$ cat src/rtl/mem_stage.sv
// mem_stage: MEM pipeline stage with req/ack data-memory FSM and MEM/WB register.
// Define MEM_TIMEOUT_EN to abort accesses after TIMEOUT unacknowledged REQ cycles.
module mem_stage #(
  parameter int TIMEOUT = 16
) (
  input  logic        clk,
  input  logic        rst,
  input  logic        RegWrite_in,
  input  logic [1:0]  MemtoReg_in,
  input  logic        Branch_in,
  input  logic        Jump_in,
  input  logic        MemRead_in,
  input  logic        MemWrite_in,
  input  logic [31:0] jump_addr_in,
  input  logic [31:0] branch_addr_in,
  input  logic [31:0] PC_plus_4_in,
  input  logic        ALU_zero_in,
  input  logic [31:0] ALU_result_in,
  input  logic [31:0] reg_read_data_2_in,
  input  logic [4:0]  RegisterRd_in,
  output logic        dmem_req,
  output logic        dmem_we,
  output logic [31:0] dmem_addr,
  output logic [31:0] dmem_wdata,
  input  logic        dmem_ack,
  input  logic [31:0] dmem_rdata,
  output logic        MEM_Stall,
  output logic        PCSrc,
  output logic [31:0] PC_target,
  output logic        RegWrite_out,
  output logic [1:0]  MemtoReg_out,
  output logic [31:0] mem_read_data_out,
  output logic [31:0] ALU_result_out,
  output logic [31:0] PC_plus_4_out,
  output logic [4:0]  RegisterRd_out,
  output logic        mem_err
);
  typedef enum logic [1:0] {IDLE, REQ, DONE} state_t;
  state_t      state;
  logic [31:0] rd_q;
  logic        fail_q;
  logic        mem_op;
  logic        to;
  assign mem_op    = MemRead_in | MemWrite_in;
  // Gated by reset so the upstream pipeline is released as soon as reset asserts.
  assign MEM_Stall = rst & ((state == IDLE & mem_op) | state == REQ);
  assign PCSrc     = Jump_in | (Branch_in & ALU_zero_in);
  assign PC_target = Jump_in ? jump_addr_in : branch_addr_in;
`ifdef MEM_TIMEOUT_EN
  localparam int CW = $clog2(TIMEOUT + 1);
  logic [CW-1:0] cnt;
  logic          err_q;
  // An ack in the expiring cycle still completes normally.
  assign to      = state == REQ & ~dmem_ack & cnt == CW'(TIMEOUT - 1);
  assign mem_err = err_q;
  always_ff @(posedge clk or negedge rst) begin
    if (!rst) begin
      cnt   <= '0;
      err_q <= 1'b0;
    end else begin
      cnt   <= state == REQ ? cnt + 1'b1 : '0;
      err_q <= err_q | to;
    end
  end
`else
  assign to      = 1'b0;
  assign mem_err = 1'b0;
`endif
  always_ff @(posedge clk or negedge rst) begin
    if (!rst) begin
      state             <= IDLE;
      dmem_req          <= 1'b0;
      dmem_we           <= 1'b0;
      dmem_addr         <= '0;
      dmem_wdata        <= '0;
      rd_q              <= '0;
      fail_q            <= 1'b0;
      RegWrite_out      <= 1'b0;
      MemtoReg_out      <= '0;
      mem_read_data_out <= '0;
      ALU_result_out    <= '0;
      PC_plus_4_out     <= '0;
      RegisterRd_out    <= '0;
    end else begin
      if (state == IDLE && mem_op) begin
        state      <= REQ;
        dmem_req   <= 1'b1;
        dmem_we    <= MemWrite_in;
        dmem_addr  <= ALU_result_in;
        dmem_wdata <= reg_read_data_2_in;
      end else if (state == REQ && (dmem_ack || to)) begin
        state    <= DONE;
        dmem_req <= 1'b0;
        rd_q     <= to ? 32'hDEAD_BEEF : dmem_we ? 32'h0 : dmem_rdata;
        fail_q   <= to;
      end else if (state == DONE) begin
        state <= IDLE;
      end
      // A stalled cycle writes a bubble so WB never sees the same instruction twice.
      RegWrite_out <= ~MEM_Stall & RegWrite_in & ~(state == DONE & fail_q);
      MemtoReg_out <= MEM_Stall ? 2'b00 : MemtoReg_in;
      if (!MEM_Stall) begin
        mem_read_data_out <= state == DONE ? rd_q : 32'h0;
        ALU_result_out    <= ALU_result_in;
        PC_plus_4_out     <= PC_plus_4_in;
        RegisterRd_out    <= RegisterRd_in;
      end
    end
  end
endmodule

$ cat config.mk
export PLATFORM = sky130hd
export DESIGN_NAME = mem_stage
export DESIGN_NICKNAME = d
export VERILOG_FILES = /design/src/rtl/mem_stage.sv
export SDC_FILE = /design/constraint.sdc
export NUM_CORES = 1
export LEC_CHECK = 0
export BUFFER_PORTS_ARGS = -buffer_cell sky130_fd_sc_hd__clkbuf_2
export CORE_AREA = 4 4 160 162
export CTS_BUF_LIST = sky130_fd_sc_hd__clkbuf_16
export CTS_CLUSTER_SIZE = 25
export DETAILED_ROUTE_END_ITERATION = 8
export DIE_AREA = 0 0 164 166
export PLACE_DENSITY_LB_ADDON = 0.12
export SLEW_MARGIN = 20
export SYNTH_ARGS = -nofsm -noshare
export SYNTH_HDL_FRONTEND = slang
export SYNTH_SLANG_ARGS = --single-unit
$ cat constraint.sdc
create_clock -name clk -period 1.7 [get_ports clk]
set_input_delay 0.34 -clock clk [delete_from_list [all_inputs] [get_ports clk]]
set_output_delay 0.34 -clock clk [all_outputs]
set_load 0.05 [all_outputs]
==> results.md, run 1 <==
- Largest buffer count on any clock path: 3
- Via density per instance: 4.45
- DRT Wirelength: 23200 um
- Switching Share: 45.6%
- Crit-path cells: nor3b_4, buf_12, clkbuf_16
- Max-Cap Viols: 0
- WP data required: 1360 ps
- Yosys warning total: 0
- Setup violations, final: 21
- Combinational group share of total power: 47.3%
- Worst path slowest cell: dfrtp_2
- Setup crit end: MEM_Stall
- Final antenna-violating net count: 0
- Final setup margin: -123 ps
- Die ar.: 0.0272 mm^2
- WL/cell: 17.5 um
- Min Clock Period, post-route: 1820 ps
- Gr usage total: 16.6%
- Synth Register Bits: 204
- Fin cells: 1324
- H-tree Lvls: 1
- Worst reg2reg startpoint: state[1]
- DP Cell Count: 1274
- Slack of the worst reg-to-reg path: -70 ps
- Cell area after layout: 0.0114 mm^2
- Aggregate negative setup slack: -736 ps
- CTS buffer count: 24
- Row cnt: 57
- Max stage delay on crit path: 420 ps
- Syn Area/Cell: 14.5 um^2
- CP Launch Type: flip-flop
- CP Class: flip-flop to output pin
- Die Width: 164 um
- Final max-slew violation count: 0
- Antenna violations before repair: 1
- Peak supply drop: 0.000944 V
- Final Hold Fails: 0
- Port bufs: 411
- Ant diodes: 0
- Gpl congestion: 0.767
- Drt drc: 0
- Syn nets: 760
- P_int: 12800 uW
- Rel. slew slack: 55.0%
- HPWL after DPL: 17600 um
- Placed Area: 0.0106 mm^2
- Synthesis-to-layout area growth: 42.8%
- Worst R2R Path Depth: 5
- Worst Tran Pin Value: 676 ps
- Final worst-path cycle share: 107%
- Drt pass-1 iters: 4
- Power Density: 2050 mW/mm^2
- DR vias: 5894
- Iter 0 DRT Violations: 187
- First-pass GRT wire length: 35800 um
- Source of the critical timing path: state[1]
- Clk_lat worst skew: 500 ps
- Share of layout cells above drive strength 1: 63.2%
- I/O pin count: 413
- Hold Path Class: input port to flip-flop
- Largest net degree at the start of global routing: 115
- Layout Skew: 11.2 ps
- Leakage: 0.00581 uW
- RSZ-0062 raised after global routing: yes
- Clock sinks: 204
- Mapped cell area: 0.00802 mm^2
- Post-synth top area cell: dfrtp_1
- Commonest non-fill, non-tap cells in the layout: clkbuf_2 (409), dfrtp_1 (203), mux2_2 (150)
- Most common cell after layout, fill and taps aside: clkbuf_2
- Worst Hold Path Cells: 2
- Worst-path clk slew: 60 ps
- Die Height: 166 um
- Vias in the first global route: 6357
- Clk network pwr share: 20.4%
- Root Buffer: clkbuf_16
- Starting density of the core: 33.3%
- Register area share after synthesis: 63.7%
- P_sw: 10700 uW
- Reg-to-Reg End: PC_plus_4_out[0]
- Crit path DAT: 1480 ps
- Critical path endpoint category: output pin
- Failing checks: negative setup slack
- Grt ovf: 0
- Sequential Power Share: 32.4%
- Netlist cell types: 20
- Most area-consuming cells after synthesis: dfrtp_1 (64%), mux2_2 (21%), a22o_1 (3.6%), nand2b_1 (2.5%), o21ai_0 (2.0%)
- Area share of the leading cell type in the synthesized netlist: 63.7%
- Crit path max fanout: 2
- CTS tree: built
- Core area: 0.0241 mm^2
- Fmax: 549 MHz
- Synth Instances: 552
- Status: finished with violations
- Layout Nets: 1190
[per-layer routing]
metal | share of wire [%] | global-route usage, %
met1 | 35 | 17.5
met2 | 54 | 31.4
met3 | 8.4 | 4.74
met4 | 2.7 | 4.89
met5 | 0.056 | 0
[how the worst min path moves through the flow]
stage / startpoint / end
after global placement: dmem_req / dmem_req
after floorplan: rst / ALU_result_out[0]
after global routing: RegWrite_in / RegWrite_out
after CTS: ALU_result_in[26] / ALU_result_out[26]
final: ALU_result_in[26] / ALU_result_out[26]
after detailed placement: rst / dmem_addr[9]
[worst max-delay path, delay by kind of cell, from the launching register on]
family	cells	cell delay, ps
buffers and inverters	2	300
and+or+nand+nor	1	260
DFF	1	420
[power by group through the flow]
stage | combinational [uW] | sequential [uW] | clock, uW
3_3_place_gp | 11100 | 7620 | 0
6_report | 11100 | 7590 | 4780
4_1_cts | 11200 | 7610 | 4940
5_1_grt | 11700 | 7820 | 5130
3_5_place_dp | 11100 | 7670 | 0
2_1_floorplan | 3200 | 12500 | 0
[cells in the mapped netlist]
cell type  instances
dfrtp_1          204
mux2_2           151
nand2_1           37
a22o_1            33
nand2b_1          32
o21ai_0           32
clkbuf_1          18
mux2_1            14
buf_2             11
buf_4              6
nor2b_1            4
buf_6              2
a21o_1             1
conb_1             1
nand3b_1           1
nor2_1             1
nor3_1             1
nor3b_2            1
o21a_1             1
o21ai_1            1
[state kept, by name, summed over array words and instances (netlist names)]
| register | flops |
|---|---|
| rd_q | 32 |
| ALU_result_out | 32 |
| dmem_wdata | 32 |
| dmem_we | 1 |
| state | 2 |
| dmem_addr | 32 |
| RegisterRd_out | 5 |
| mem_read_data_out | 32 |
| PC_plus_4_out | 32 |
| dmem_req | 1 |
| MemtoReg_out | 2 |
| RegWrite_out | 1 |
[cell type report]
type / count / area [um^2]
Clock buffer: 25 / 626
Sequential cell: 204 / 5110
Tap cell: 324 / 405
Multi-Input combinational cell: 311 / 2760
Clock inverter: 19 / 115
Timing Repair Buffer: 441 / 2430
Fill cell: 2317 / 12700
[repair_timing]
action / 4_1_cts / 5_1_grt
hold buffers: 1 / 0
gates resized for setup: 5 / 4
buffers inserted: 3 / 2
endpoints found under the hold margin: 31 / 0
pin swaps: 2 / 1
setup endpoints to repair: 1 / 85
[metrics by stage]
stage          hold WS (ps)  setup slack (ps)  util (%)  power [uW]
2_1_floorplan          44.4             -25.0         -       15700
3_3_place_gp            462              13.5      44.0       18700
3_5_place_dp            471              8.81      44.0       18800
4_1_cts                40.9              -147      47.4       23700
5_1_grt                43.3              -173      47.5       24700
6_report               62.9              -123      47.5       23500
[cell families (layout without fill, tap and decap cells)]
kind of cell,count (synthesis),count (layout),share of synthesized area (%)
flops,204,204,63.7
compound gates,68,68,5.85
other cells,1,1,0.0468
simple gates,77,77,4.90
mux,165,165,23.2
buf+inv,37,485,2.37
No activity file was read; power rests on OpenSTA's default activity.
==> inputs of run 2 (changes only) <==
Settings changed: REMOVE_ABC_BUFFERS from default to 1.
==> run 2 against run 1 <==
Worst setup slack better by 21 ps. The run still ends with negative setup slack left. Clock skew is 2.5 ps lower. First-iteration DRC count is 50% higher. Combinational power hardly changed. Worst hold slack worse by 4.4 ps. Critical path depth is 1 higher. Die area stayed put. Design area is 0.12% lower. Core utilization is 0.057 points lower. Critical endpoint unchanged. Sequential share of layout area hardly changed.
==> results.md, run 2 (synthesis results as in run 1) <==
- Status: finished with violations
- Failing checks: negative setup slack
- Die ar.: 0.0272 mm^2 (unchanged)
- Final antenna-violating net count: 0 (unchanged)
- Antenna violations before repair: 0 (-1)
- Max-Cap Viols: 0 (unchanged)
- Crit path max fanout: 2 (unchanged)
- Starting density of the core: 33.3% (unchanged)
- Worst Tran Pin Value: 672 ps (-3.08 ps)
- Commonest non-fill, non-tap cells in the layout: clkbuf_2 (408), dfrtp_1 (204), mux2_2 (151)
- Final Hold Fails: 0 (unchanged)
- WP data required: 1360 ps (about the same)
- Family with the most delay on the worst path: flip-flops
- Row cnt: 57 (unchanged)
- Via density per instance: 4.41 (-0.97%)
- CTS buffer count: 23 (-4.2%)
- Gpl congestion: 0.844 (+10%)
- Die Width: 164 um (unchanged)
- Ant diodes: 0 (unchanged)
- Peak supply drop: 0.00111 V (+18%)
- H-tree Lvls: 1 (unchanged)
- Max stage delay on crit path: 390 ps (-30 ps)
- Crit-path cells: nor3_4, nor3b_4, buf_12, clkbuf_16
- Most common cell after layout, fill and taps aside: clkbuf_2
- Fin Hold WS: 58.4 ps (-4.44 ps)
- Aggregate negative setup slack: -2320 ps (-1590 ps)
- Rel. slew slack: 55.2% (+0.21 points)
- Layout Skew: 8.74 ps (-2.45 ps)
- Clock sinks: 204 (unchanged)
- Final setup margin: -102 ps (+21.0 ps)
- Largest net degree at the start of global routing: 123 (+7.0%)
- Core area: 0.0241 mm^2 (unchanged)
- Iter 0 DRT Violations: 281 (+50%)
- Clk_lat worst skew: 500 ps (about the same)
- Drt drc: 0 (unchanged)
- HPWL after DPL: 17200 um (-2.5%)
- Power Density: 2060 mW/mm^2 (+0.63%)
- Setup violations, final: 54 (+160%)
- RSZ-0062 raised after global routing: yes
- Root Buffer: clkbuf_16
- DR vias: 5815 (-1.3%)
- Place WS: -324 ps (-333 ps)
- Min Clock Period, post-route: 1800 ps (-21.0 ps)
- First-pass GRT wire length: 35200 um (-1.8%)
- Critical path endpoint category: output pin
- Hold Path Class: input port to flip-flop
- CP Launch Type: flip-flop
- DRT Wirelength: 23000 um (-0.81%)
- Port bufs: 411 (unchanged)
- Worst-path clk slew: 60 ps (about the same)
- Tot Pwr: 23600 uW (+0.51%)
- Share of layout cells above drive strength 1: 63.2% (about the same)
- Vias in the first global route: 6004 (-5.6%)
- WL/cell: 17.4 um (-0.43%)
- WP buf/inv: 2 (unchanged)
- Gr usage total: 16.2% (-0.40 points)
- CP Class: flip-flop to output pin
- Layout Nets: 1186 (-0.34%)
- CTS tree: built
- Synthesis-to-layout area growth: 42.6%
- Crit path DAT: 1460 ps (-20 ps)
- Fillers: 2299 (-0.78%)
- Grt ovf: 0 (unchanged)
- Drt pass-1 iters: 4 (unchanged)
- Leakage: 0.00577 uW (-0.58%)
- Worst path slowest cell: dfrtp_1
- Final worst-path cycle share: 106% (-1.2 points)
- Final max-slew violation count: 0 (unchanged)
- Largest buffer count on any clock path: 3 (unchanged)
- Die Height: 166 um (unchanged)
- I/O pin count: 413 (unchanged)
- Fmax: 555 MHz (+1.2%)
==> run 2: cell count changes in the layout (fill, tap and decap cells not counted), sizes merged <==
| cell | change |
|---|---|
| buf | -3 |
| bufinv | +2 |
| clkbuf | -2 |
| clkinv | +2 |
| clkinvlp | +1 |
| inv | -5 |
==> run 2: cell type report <==
| type | count | area (um^2) | area share (%) |
|---|---|---|---|
| clock inverter | 19 | 173 | 1.51 |
| tap | 324 | 405 | 3.55 |
| clock buffer | 23 | 576 | 5.03 |
| sequential | 204 | 5100 | 44.6 |
| timing repair buffer | 438 | 2420 | 21.2 |
| multi-input combinational | 311 | 2760 | 24.1 |
==> run 2: path summary, 6_finish.rpt <==
| kind | startpoint | end | slack, ps | depth (start not counted) |
|---|---|---|---|---|
| worst max register to register | state[0] | RegisterRd_out[2] | -80 | 6 |
| min in group asynchronous | rst | dmem_we | 350 | 3 |
| worst max-delay path | state[0] | MEM_Stall | -100 | 4 |
| max in group asynchronous | rst | ALU_result_out[29] | 450 | 4 |
| worst min-delay path | dmem_ack | state[1] | 60 | 2 |
| worst min register to register | rd_q[10] | rd_q[10] | 480 | 2 |
==> run 2: repair_timing <==
| item | CTS | global route |
|---|---|---|
| cloned | 0 | 1 |
| buffers inserted | 3 | 0 |
| pin swaps | 2 | 1 |
| endpoints found under the hold margin | 11 | 0 |
| setup endpoints to repair | 78 | 96 |
| hold buffers | 1 | 0 |
| resized for setup | 5 | 3 |
==> run 2: power by group <==
group | leakage (uW) | switching [uW] | internal, uW | total (uW)
logic | 0.00290 | 7810 | 3290 | 11100
registers | 0.00250 | 905 | 6670 | 7570
clock network | 0.000370 | 1970 | 2930 | 4890
total | 0.00577 | 10700 | 12900 | 23600
==> run 2: metrics by stage <==
step,std cells,utilization (%),cell area (um^2)
4_1_cts,1318,47.3,11400
3_5_place_dp,1273,43.9,10600
5_1_grt,1319,47.4,11400
6_report,1319,47.4,11400
2_1_floorplan,515,-,7830
3_3_place_gp,1273,43.9,10600
==> run 2: layer usage <==
layer	track usage (%)	share of wire (%)
met3	6.45	11
met2	24.8	44
met1	21.7	42
met4	3.57	2.4
met5	0	0
==> run 2: worst reg2reg max path, stage by stage (launching register included) <==
cell and delay [ps]:
dfrtp_1 390, nor3_4 60, nor3b_4 210, buf_12 150, buf_4 250, clkbuf_16 270
mux2_2 350
